File: src/rtl/dff_pipe_pkg.sv
// Shared constants and helpers for the dff_pipe_arst register pipeline.
package dff_pipe_pkg;

   localparam int unsigned DEF_RST_VAL = 0;

   // Width of an occupancy counter that must hold 0..depth inclusive.
   function automatic int unsigned CNT_W(input int unsigned depth);
      return $clog2(depth + 1);
   endfunction

endpackage

File: src/rtl/dff_pipe_arst_if.sv
// Streaming handshake bundle for dff_pipe_arst: upstream push, downstream pop, flush and occupancy.
interface dff_pipe_arst_if
   import dff_pipe_pkg::*;
#(
   parameter int unsigned WIDTH = 8,
   parameter int unsigned DEPTH = 4
);
   localparam int unsigned CW = CNT_W(DEPTH);

   logic             flush;
   logic             in_valid;
   logic [WIDTH-1:0] in_data;
   logic             in_ready;
   logic             out_valid;
   logic [WIDTH-1:0] out_data;
   logic             out_ready;
   logic [CW-1:0]    count;

   modport master (
      output flush, in_valid, in_data, out_ready,
      input  in_ready, out_valid, out_data, count
   );

   modport slave (
      input  flush, in_valid, in_data, out_ready,
      output in_ready, out_valid, out_data, count
   );

endinterface

File: src/rtl/dff_pipe_arst_pipe_stage.sv
// One pipeline register stage: valid bit plus data word, data only loaded under a valid word.
module pipe_stage
   import dff_pipe_pkg::*;
#(
   parameter int unsigned      WIDTH   = 8,
   parameter logic [WIDTH-1:0] RST_VAL = WIDTH'(DEF_RST_VAL)
) (
   input  logic             clk,
   input  logic             rst_n,
   input  logic             flush,
   input  logic             ld,
   input  logic             prev_vld,
   input  logic [WIDTH-1:0] prev_data,
   output logic             vld,
   output logic [WIDTH-1:0] data
);

   logic             r_vld;
   logic [WIDTH-1:0] r_data;

   always_ff @(posedge clk or negedge rst_n) begin
      if (!rst_n) begin
         r_vld  <= 1'b0;
         r_data <= RST_VAL;
      end else if (flush) begin
         r_vld  <= 1'b0;
         r_data <= RST_VAL;
      end else if (ld) begin
         r_vld <= prev_vld;
         // Bubbles leave the data register untouched.
         if (prev_vld) r_data <= prev_data;
      end
   end

   assign vld  = r_vld;
   assign data = r_data;

endmodule

File: src/rtl/dff_pipe_arst.sv
// WIDTH x DEPTH async-reset register pipeline with valid/ready backpressure,
// bubble collapsing, synchronous flush and a registered occupancy count.
module dff_pipe_arst
   import dff_pipe_pkg::*;
#(
   parameter int unsigned      WIDTH   = 8,
   parameter int unsigned      DEPTH   = 4,
   parameter logic [WIDTH-1:0] RST_VAL = WIDTH'(DEF_RST_VAL)
) (
   input logic            clk,
   input logic            rst_n,
   dff_pipe_arst_if.slave bus
);

   localparam int unsigned CW = CNT_W(DEPTH);

   if (DEPTH < 1) begin : g_bad_depth
      $error("dff_pipe_arst: DEPTH must be >= 1");
   end

   logic [DEPTH:0]   w_rdy;
   logic [DEPTH-1:0] w_vld;
   logic [WIDTH-1:0] w_data [DEPTH];
   logic             w_in_fire;
   logic             w_out_fire;
   logic [CW-1:0]    r_count;

   // A stage may load when it is empty or its successor is loading too.
   assign w_rdy[DEPTH] = bus.out_ready;

   for (genvar i = 0; i < DEPTH; i++) begin : g_stage
      logic             w_prev_vld;
      logic [WIDTH-1:0] w_prev_data;

      if (i == 0) begin : g_first
         assign w_prev_vld  = bus.in_valid;
         assign w_prev_data = bus.in_data;
      end else begin : g_next
         assign w_prev_vld  = w_vld[i-1];
         assign w_prev_data = w_data[i-1];
      end

      assign w_rdy[i] = ~w_vld[i] | w_rdy[i+1];

      pipe_stage #(
         .WIDTH   (WIDTH),
         .RST_VAL (RST_VAL)
      ) u_stage (
         .clk       (clk),
         .rst_n     (rst_n),
         .flush     (bus.flush),
         .ld        (w_rdy[i]),
         .prev_vld  (w_prev_vld),
         .prev_data (w_prev_data),
         .vld       (w_vld[i]),
         .data      (w_data[i])
      );
   end

   assign bus.in_ready  = w_rdy[0] & ~bus.flush & rst_n;
   assign bus.out_valid = w_vld[DEPTH-1] & ~bus.flush;
   assign bus.out_data  = w_data[DEPTH-1];

   assign w_in_fire  = bus.in_valid & bus.in_ready;
   assign w_out_fire = bus.out_valid & bus.out_ready;

   always_ff @(posedge clk or negedge rst_n) begin
      if (!rst_n) begin
         r_count <= '0;
      end else if (bus.flush) begin
         r_count <= '0;
      end else if (w_in_fire && !w_out_fire) begin
         r_count <= r_count + CW'(1);
      end else if (w_out_fire && !w_in_fire) begin
         r_count <= r_count - CW'(1);
      end
   end

   assign bus.count = r_count;

endmodule

File: src/flat_wrapper.sv
// flat-port wrapper written by rule: the top's interface ports become plain ports
module dff_pipe_arst_flat import dff_pipe_pkg::*;
#(
   parameter int unsigned      WIDTH   = 8,
   parameter int unsigned      DEPTH   = 4,
   parameter logic [WIDTH-1:0] RST_VAL = WIDTH'(DEF_RST_VAL)
)
  (clk, rst_n, bus_flush, bus_in_valid, bus_in_data, bus_out_ready, bus_in_ready, bus_out_valid, bus_out_data, bus_count);
  dff_pipe_arst_if #(.WIDTH(WIDTH), .DEPTH(DEPTH)) bus_i ();
  input logic clk;
  input logic rst_n;
  input wire logic [$bits(bus_i.flush)-1:0] bus_flush;
  input wire logic [$bits(bus_i.in_valid)-1:0] bus_in_valid;
  input wire logic [$bits(bus_i.in_data)-1:0] bus_in_data;
  input wire logic [$bits(bus_i.out_ready)-1:0] bus_out_ready;
  output wire logic [$bits(bus_i.in_ready)-1:0] bus_in_ready;
  output wire logic [$bits(bus_i.out_valid)-1:0] bus_out_valid;
  output wire logic [$bits(bus_i.out_data)-1:0] bus_out_data;
  output wire logic [$bits(bus_i.count)-1:0] bus_count;
  assign bus_i.flush = bus_flush;
  assign bus_i.in_valid = bus_in_valid;
  assign bus_i.in_data = bus_in_data;
  assign bus_i.out_ready = bus_out_ready;
  assign bus_in_ready = bus_i.in_ready;
  assign bus_out_valid = bus_i.out_valid;
  assign bus_out_data = bus_i.out_data;
  assign bus_count = bus_i.count;
  dff_pipe_arst #(.WIDTH(WIDTH), .DEPTH(DEPTH), .RST_VAL(RST_VAL)) u_core (.clk(clk), .rst_n(rst_n), .bus(bus_i));
endmodule
File: config.mk
export PLATFORM = sky130hd
export DESIGN_NAME = dff_pipe_arst_flat
export DESIGN_NICKNAME = d
export VERILOG_FILES = /design/src/rtl/dff_pipe_pkg.sv /design/src/rtl/dff_pipe_arst_if.sv /design/src/rtl/dff_pipe_arst_pipe_stage.sv /design/src/rtl/dff_pipe_arst.sv /design/src/flat_wrapper.sv
export SDC_FILE = /design/constraint.sdc
export NUM_CORES = 1
export LEC_CHECK = 0
export ABC_AREA = 1
export CAP_MARGIN = 5
export CORE_UTILIZATION = 30
export DETAILED_ROUTE_END_ITERATION = 12
export GPL_ROUTABILITY_DRIVEN = 0
export GPL_TIMING_DRIVEN = 1
export SLEW_MARGIN = 0
export SYNTH_ARGS = -nofsm -noshare
export SYNTH_HDL_FRONTEND = slang
export SYNTH_SLANG_ARGS = --single-unit
File: constraint.sdc
create_clock -name clk -period 4.9 [get_ports clk]
set_input_delay 1.225 -clock clk [delete_from_list [all_inputs] [get_ports clk]]
set_output_delay 1.225 -clock clk [all_outputs]
set_load 0.05 [all_outputs]
After elaboration in Yosys (flattened, before gate mapping) --
Index checks and enable logic that the tools add are counted.
Cells by class: add/subtract/negate cells 2, multipliers 0, div/mod/pow operators 0, magnitude comparators 0, eq/ne operators 0, shifts and indexed selects 0, mux-type cells 23, bitwise gates (word level) 14, reduce and logical (&&, ||, !) cells 17
Operators by type and width (number):
- 2-to-1 mux 8 bit | 12
- nonzero test 2 bit | 8
- 2-to-1 mux 3 bit | 3
- 2-to-1 mux 1 bit | 8
- AND reduction 2 bit | 4
- AND 1 bit | 5
- inverter 1 bit | 5
- bitwise OR 1 bit | 4
- adder 3 x 1 -> 3 bit, second input constant | 1
- nonzero test 3 bit | 1
- subtractor 3 x 1 -> 3 bit, second input constant | 1
- logical AND 1 bit | 2
- logical NOT 1 bit | 2
Storage, ports and cells: bits in registers 39, bits in latches 0, bits in writable memories 0, ROM bits 0, input port bits 13, output and inout port bits 13, word-level logic and storage cells 65, memories 0

Logic depth before layout (Yosys ltp) --
Gate-level depths: netlist (run 1).
depth after elaboration 13, gate-level depth with buffers 12, depth with buffers taken out 12

Modules after synthesis --
From an unflattened synthesis (run 1), not the netlist that was laid out.
Unflattened totals: cells, all modules 264, area total of the unflattened synthesis 2078.2 µm²
By module, submodules not included:
- pipe_stage | instances 4, cells an instance 56, area each 435.4 µm², seq. area each 225.2 µm²
- dff_pipe_arst | instances 1, cells an instance 40, area each 336.6 µm², seq. area each 75.1 µm²

Worst setup path after synthesis (run 1) --
OpenSTA, ideal clock, no wires.
kind input port to output port, start point in bus_flush, end point out bus_in_ready, arrival 2207 ps, data required time 3675 ps, path slack 1468 ps, stages on the path 4, buffers on the path 1, path through buf_6 nor2_4 inv_1 nor2_1
Between the ends: longest elaborated chain between the ends 3
Ends and longest elaborated chain:
- start, declared | RTL line flat_wrapper.sv:12 | input wire logic [$bits(bus_i.flush)-1:0] bus_flush;
- inverter 1 bit | RTL line dff_pipe_arst.sv:60 | assign bus.in_ready = w_rdy[0] & ~bus.flush & rst_n;
- AND 1 bit (2 in a row) | RTL line dff_pipe_arst.sv:60
- end, declared | RTL line flat_wrapper.sv:16 | output wire logic [$bits(bus_i.in_ready)-1:0] bus_in_ready;
Every way passes these cells.

Worst setup path after layout (run 1) --
Same ends and word-level chain as after synthesis.

==> results of run 1 <==
## sequential cells by signal (all words and copies together), names as in the netlist
register	flops
u_core.g_stage.u_stage.data	32
u_core.g_stage.u_stage.vld	4
u_core.bus.count	3
## metrics by stage
| step | total power [uW] | util | setup slack, ps |
|---|---|---|---|
| final | 637 | 0.385 | 582 |
| after floorplan | 398 | - | 1470 |
| after CTS | 647 | 0.385 | 557 |
| after global placement | 430 | 0.369 | 594 |
| after detailed placement | 432 | 0.369 | 562 |
| after global routing | 666 | 0.385 | 514 |
## cells in the mapped netlist
library cell / count / area (sq um)
xnor2_1: 1 / 8.76
dfrtp_1: 39 / 976
nand3_1: 10 / 50.1
inv_2: 2 / 7.51
a21oi_1: 4 / 20.0
nor2_1: 3 / 11.3
nand2_1: 10 / 37.5
nor2_2: 1 / 6.26
nand4_2: 1 / 12.5
nor2_4: 2 / 22.5
buf_2: 1 / 5.00
inv_1: 45 / 169
o22ai_1: 24 / 150
o21ai_2: 9 / 78.8
nand2_2: 2 / 12.5
nand4_1: 4 / 25.0
nand2_4: 2 / 22.5
fa_1: 1 / 20.0
a21oi_2: 1 / 8.76
nand4_4: 1 / 21.3
nand3_2: 3 / 30.0
o21ai_1: 2 / 10.0
buf_6: 2 / 22.5
## cell families (layout without fill, tap and decap cells)
family	Yosys count	count (layout)	synth area share
compound gates	40	40	0.155
xor+xnor	1	1	0.00507
fa+ha+maj	1	1	0.0116
buf+inv	50	81	0.118
flops	39	39	0.565
simple gates	39	39	0.146
## per-layer routing
metal | vias to the layer above | track usage | wire length, microns | part of all wire
met5 | - | 0 | 0 | 0
met2 | 17 | 0.208 | 1550 | 0.47
met1 | 573 | 0.149 | 1610 | 0.49
met4 | 0 | 0.0278 | 18 | 0.0055
li1 | 612 | - | - | -
met3 | 2 | 0.0282 | 104 | 0.032
## final cells by class
class	count	area share
clock buffers	5	0.0323
clock inverters	3	0.00939
inverters	47	0.0827
multi-input cells	81	0.257
flip-flops and latches	39	0.458
well taps	72	0.0423
repair buffers	26	0.119
## how the worst max path moves through the flow
| stage | from | endpoint | slack [ps] | cells past startpoint |
|---|---|---|---|---|
| floorplan | bus_flush | bus_in_ready | 1470 | 4 |
| global placement | bus_flush | bus_in_ready | 590 | 5 |
| detailed placement | bus_flush | bus_in_ready | 560 | 5 |
| CTS | bus_flush | bus_in_ready | 560 | 5 |
| global route | bus_flush | bus_in_ready | 510 | 5 |
| finish | bus_flush | bus_in_ready | 580 | 5 |
## power breakdown
group / switching [uW] / internal (uW)
combinational: 54.6 / 31.0
sequential: 5.27 / 333
clock: 114 / 99.0
total: 174 / 463
## worst register-to-register path: cells and delay by family, from the launching register on
family / cells / cell delay, ps
flops: 1 / 360
fa+ha+maj: 1 / 380
xor+xnor: 1 / 190
simple gates: 7 / 670
buf+inv: 3 / 190
==> impl_metrics.json, run 1 <==
{
  "wl_per_cell_microns": 12.0,
  "setup_viol": 0,
  "totalWireLength_microns": 3280,
  "port_buffers": 25,
  "synth_cell_type_count": 23,
  "hold_viol": 0,
  "io_pins": 26,
  "worstPathRequired_ps": 3670,
  "clkLatencyLatePin_ps": 280,
  "ys_warn_count": 0,
  "avgSynthCellArea_sq_um": 10.2,
  "power_density_mw_per_mm2": 299,
  "crit_slowest_cell": "clkdlybuf4s50_1",
  "min_path_cells": 2,
  "final_cell_mix": "inv_1, dfrtp_1, o22ai_1, clkdlybuf4s50_1",
  "ff_latch_area_sq_um": 976,
  "drc_errors": 0,
  "grt_util_all_layers": 0.119,
  "crit_type": "in2out",
  "hpwlAfterDp_microns": 2320,
  "syn-instance-count": 170,
  "dieArea_sq_mm": 0.00607,
  "syn_area_sq_mm": 0.00173,
  "first_global_vias": 1303,
  "layoutNonFillerInstCount": 273,
  "min_from": "u_core.g_stage[0].u_stage.data[0]",
  "fin_skew_ps": 4.93,
  "clockBufferDepth": 2,
  "worst_pin_slew_ps": 588,
  "regToRegSetupSlack_ps": 3000,
  "clk_root_buffer_cell": "clkbuf_8",
  "dp.cells": 265,
  "drv_cap": 0,
  "min_period_ps": 4320,
  "clk_pin_slew_ps": 80,
  "nets": 214,
  "critPathArrivalTime_ps": 3090,
  "diodes": 0,
  "relSlewSlack": 0.605,
  "die_h_microns": 77.9,
  "cts_tree": "done",
  "r2r-start": "u_core.g_stage[3].u_stage.vld",
  "status": "completed",
  "whs_endpoint": "u_core.g_stage[0].u_stage.data[0]",
  "holdWs_ps": 532,
  "drive_gt1_frac": 0.169,
  "antenna_found_initial": 0,
  "max-vdd-ir-drop_mv": 0.119,
  "drt_first_pass_iters": 2,
  "crit_top_cell": "clkdlybuf4s50_1",
  "synth_seq_cells": 39,
  "nFillCells": 571,
  "cts_buffers": 5,
  "grt_pass1_wl_microns": 5710,
  "vias": 1204,
  "cp.buffers_inverters": 3,
  "crit_chain": "clkdlybuf4s50_1, nor2_4, inv_1, nor2_1, clkdlybuf4s50_1",
  "crit_path_end_kind": "output pin",
  "drv_slew": 0,
  "grt_max_degree": 40,
  "cpLargestDelayFamily": "buffers and inverters",
  "gr-total-overflow": 0,
  "synth_seq_area_share": 0.565,
  "area_growth_pct": 23.4,
  "cts.sinks": 39,
  "critPathMaxStageDelay_ps": 820,
  "final_common_cell": "inv_1",
  "min_period_over_period": 0.881,
  "start_util": 0.312,
  "coreArea_sq_mm": 0.00554,
  "final_antenna_net_count": 0,
  "fmax_mhz": 232,
  "drt_iter0_drc": 51,
  "design_area_sq_mm": 0.00213,
  "rows": 27,
  "viasPerCell": 4.41,
  "r2r-end": "u_core.bus.count[2]",
  "dpl_cell_area_sq_mm": 0.00204,
  "rsz0062_at_grt": "false",
  "htreeDepth": 2,
  "post-cts-setup-buffers": 0,
  "min_path_type": "reg2reg",
  "path_max_fanout": 9,
  "syn_nets": 184,
  "leakage_uw": 0.000929,
  "postCtsHoldBufs": 0,
  "dieWidth_microns": 77.9,
  "reg2regPathDepth": 12,
  "worstSetupStartpointType": "input port",
  "finalSetupTns_ps": 0,
  "multi_input_area_sq_um": 548,
  "cts_resized": 0
}
(Power assumes the default switching activity.)
==> run 2: changes to the inputs <==
Settings changed: CORE_UTILIZATION 30 to 50, PLACE_DENSITY set to 0.75.
==> run 2 against run 1 <==
  * Clock power shrank 24%
  * Total power fell by 8.1%
  * Global-route usage is 9.0 points higher
  * Critical endpoint unchanged
==> impl_metrics.json, run 2 (synthesis gave the netlist of run 1 again) <==
{
  "relSlewSlack": 0.614,
  "drt_iter0_drc": 26,
  "r2r-start": "u_core.g_stage[3].u_stage.vld",
  "fin_skew_ps": 6.28,
  "final_common_cell": "inv_1",
  "die_h_microns": 60.8,
  "grt_util_all_layers": 0.209,
  "max-vdd-ir-drop_mv": 0.154,
  "drv_slew": 0,
  "hpwlAfterDp_microns": 2390,
  "nets": 214,
  "regToRegSetupSlack_ps": 2990,
  "r2r-end": "u_core.bus.count[2]",
  "wl_per_cell_microns": 13.2,
  "clkLatencyLatePin_ps": 350,
  "drt_first_pass_iters": 4,
  "vias": 1256,
  "final_antenna_net_count": 0,
  "reg2regPathDepth": 12,
  "status": "completed",
  "grt_pass1_wl_microns": 5510,
  "largest_reg_flops": 32,
  "htreeDepth": 2,
  "leakage_uw": 0.000917,
  "rows": 20,
  "rsz0062_at_grt": "false",
  "worstSetupStartpointType": "input port",
  "coreArea_sq_mm": 0.00315,
  "setup_viol": 0,
  "drv_cap": 0,
  "hold_viol": 0,
  "setup_ws_ps": 561,
  "gr-total-overflow": 0,
  "diodes": 0,
  "cts_buffers": 5,
  "grt_max_degree": 40,
  "min_path_type": "reg2reg",
  "worst_pin_slew_ps": 574,
  "worstPathRequired_ps": 3670,
  "viasPerCell": 5.13,
  "crit_type": "in2out",
  "crit_path_end_kind": "output pin",
  "setup.worst_path.start": "bus_flush",
  "clk_root_buffer_cell": "clkbuf_4",
  "cts_resized": 0,
  "critPathArrivalTime_ps": 3110,
  "fmax_mhz": 230,
  "finalSetupTns_ps": 0,
  "port_buffers": 25,
  "clockBufferDepth": 2,
  "min_path_cells": 2,
  "path_max_fanout": 9,
  "min_period_ps": 4340,
  "antenna_found_initial": 0,
  "area_growth_pct": 19.3,
  "postCtsHoldBufs": 0,
  "totalWireLength_microns": 3220,
  "post-cts-setup-buffers": 0,
  "final_cell_mix": "inv_1, dfrtp_1, o22ai_1, clkdlybuf4s50_1",
  "dieArea_sq_mm": 0.00369,
  "clk_pin_slew_ps": 110,
  "power_density_mw_per_mm2": 284,
  "cts.sinks": 39,
  "cts_tree": "done",
  "drive_gt1_frac": 0.164,
  "first_global_vias": 1289,
  "start_util": 0.548,
  "io_pins": 26,
  "min_period_over_period": 0.885,
  "nFillCells": 283,
  "dieWidth_microns": 60.8,
  "dpl_worst_slack_ps": 569,
  "worstSetupEndpoint": "bus_in_ready",
  "drc_errors": 0
}
[run 2: cell count changes in the layout (fill, tap and decap cells not counted), sizes merged]
cell / previous run / this run
clkbuf: 5 / 6
clkinvlp: 2 / 1
[run 2: critical path: stages]
cell             delay (ps)
clkdlybuf4s50_1         640
nor2_4                  240
inv_1                    50
nor2_1                  130
clkdlybuf4s50_1         820
[run 2: layer usage]
metal  track usage  part of all wire
met1         0.263              0.45
met2         0.342              0.50
met3        0.0597             0.037
met4        0.0844             0.016
met5             0                 0
[run 2: through the flow]
step / area [sq um] / cells / total power, uW / util / hold WS [ps]
CTS: 2060 / 245 / 590 / 0.654 / 545
global placement: 2010 / 237 / 427 / 0.637 / 512
floorplan: 1730 / 170 / 398 / - / 490
detailed placement: 2010 / 237 / 430 / 0.637 / 517
global route: 2060 / 245 / 614 / 0.654 / 554
finish: 2060 / 245 / 585 / 0.654 / 541
[run 2: worst min-delay path by stage]
| stage | slack (ps) | to | from |
|---|---|---|---|
| 2_1_floorplan | 490 | u_core.g_stage[1].u_stage.data[0] | u_core.g_stage[1].u_stage.data[0] |
| 3_3_place_gp | 510 | u_core.g_stage[0].u_stage.data[5] | u_core.g_stage[0].u_stage.data[5] |
| 3_5_place_dp | 520 | u_core.g_stage[0].u_stage.data[5] | u_core.g_stage[0].u_stage.data[5] |
| 4_1_cts | 540 | u_core.g_stage[0].u_stage.data[4] | u_core.g_stage[0].u_stage.data[4] |
| 5_1_grt | 550 | u_core.g_stage[0].u_stage.data[5] | u_core.g_stage[0].u_stage.data[5] |
| 6_report | 540 | u_core.g_stage[0].u_stage.data[5] | u_core.g_stage[0].u_stage.data[5] |
[run 2: cell type report]
class | instances | area [sq um] | area share
clock buffers | 6 | 41.3 | 0.0200
repair buffers | 26 | 253 | 0.123
multi-input cells | 81 | 548 | 0.266
clock inverters | 2 | 12.5 | 0.00607
well taps | 44 | 55.1 | 0.0267
inverters | 47 | 176 | 0.0856
flip-flops and latches | 39 | 976 | 0.473
[run 2: power by group]
part | internal, uW | switching, uW
Combinational | 30.7 | 53.7
Sequential | 333 | 5.77
Clock | 55.4 | 107
Total | 419 | 166
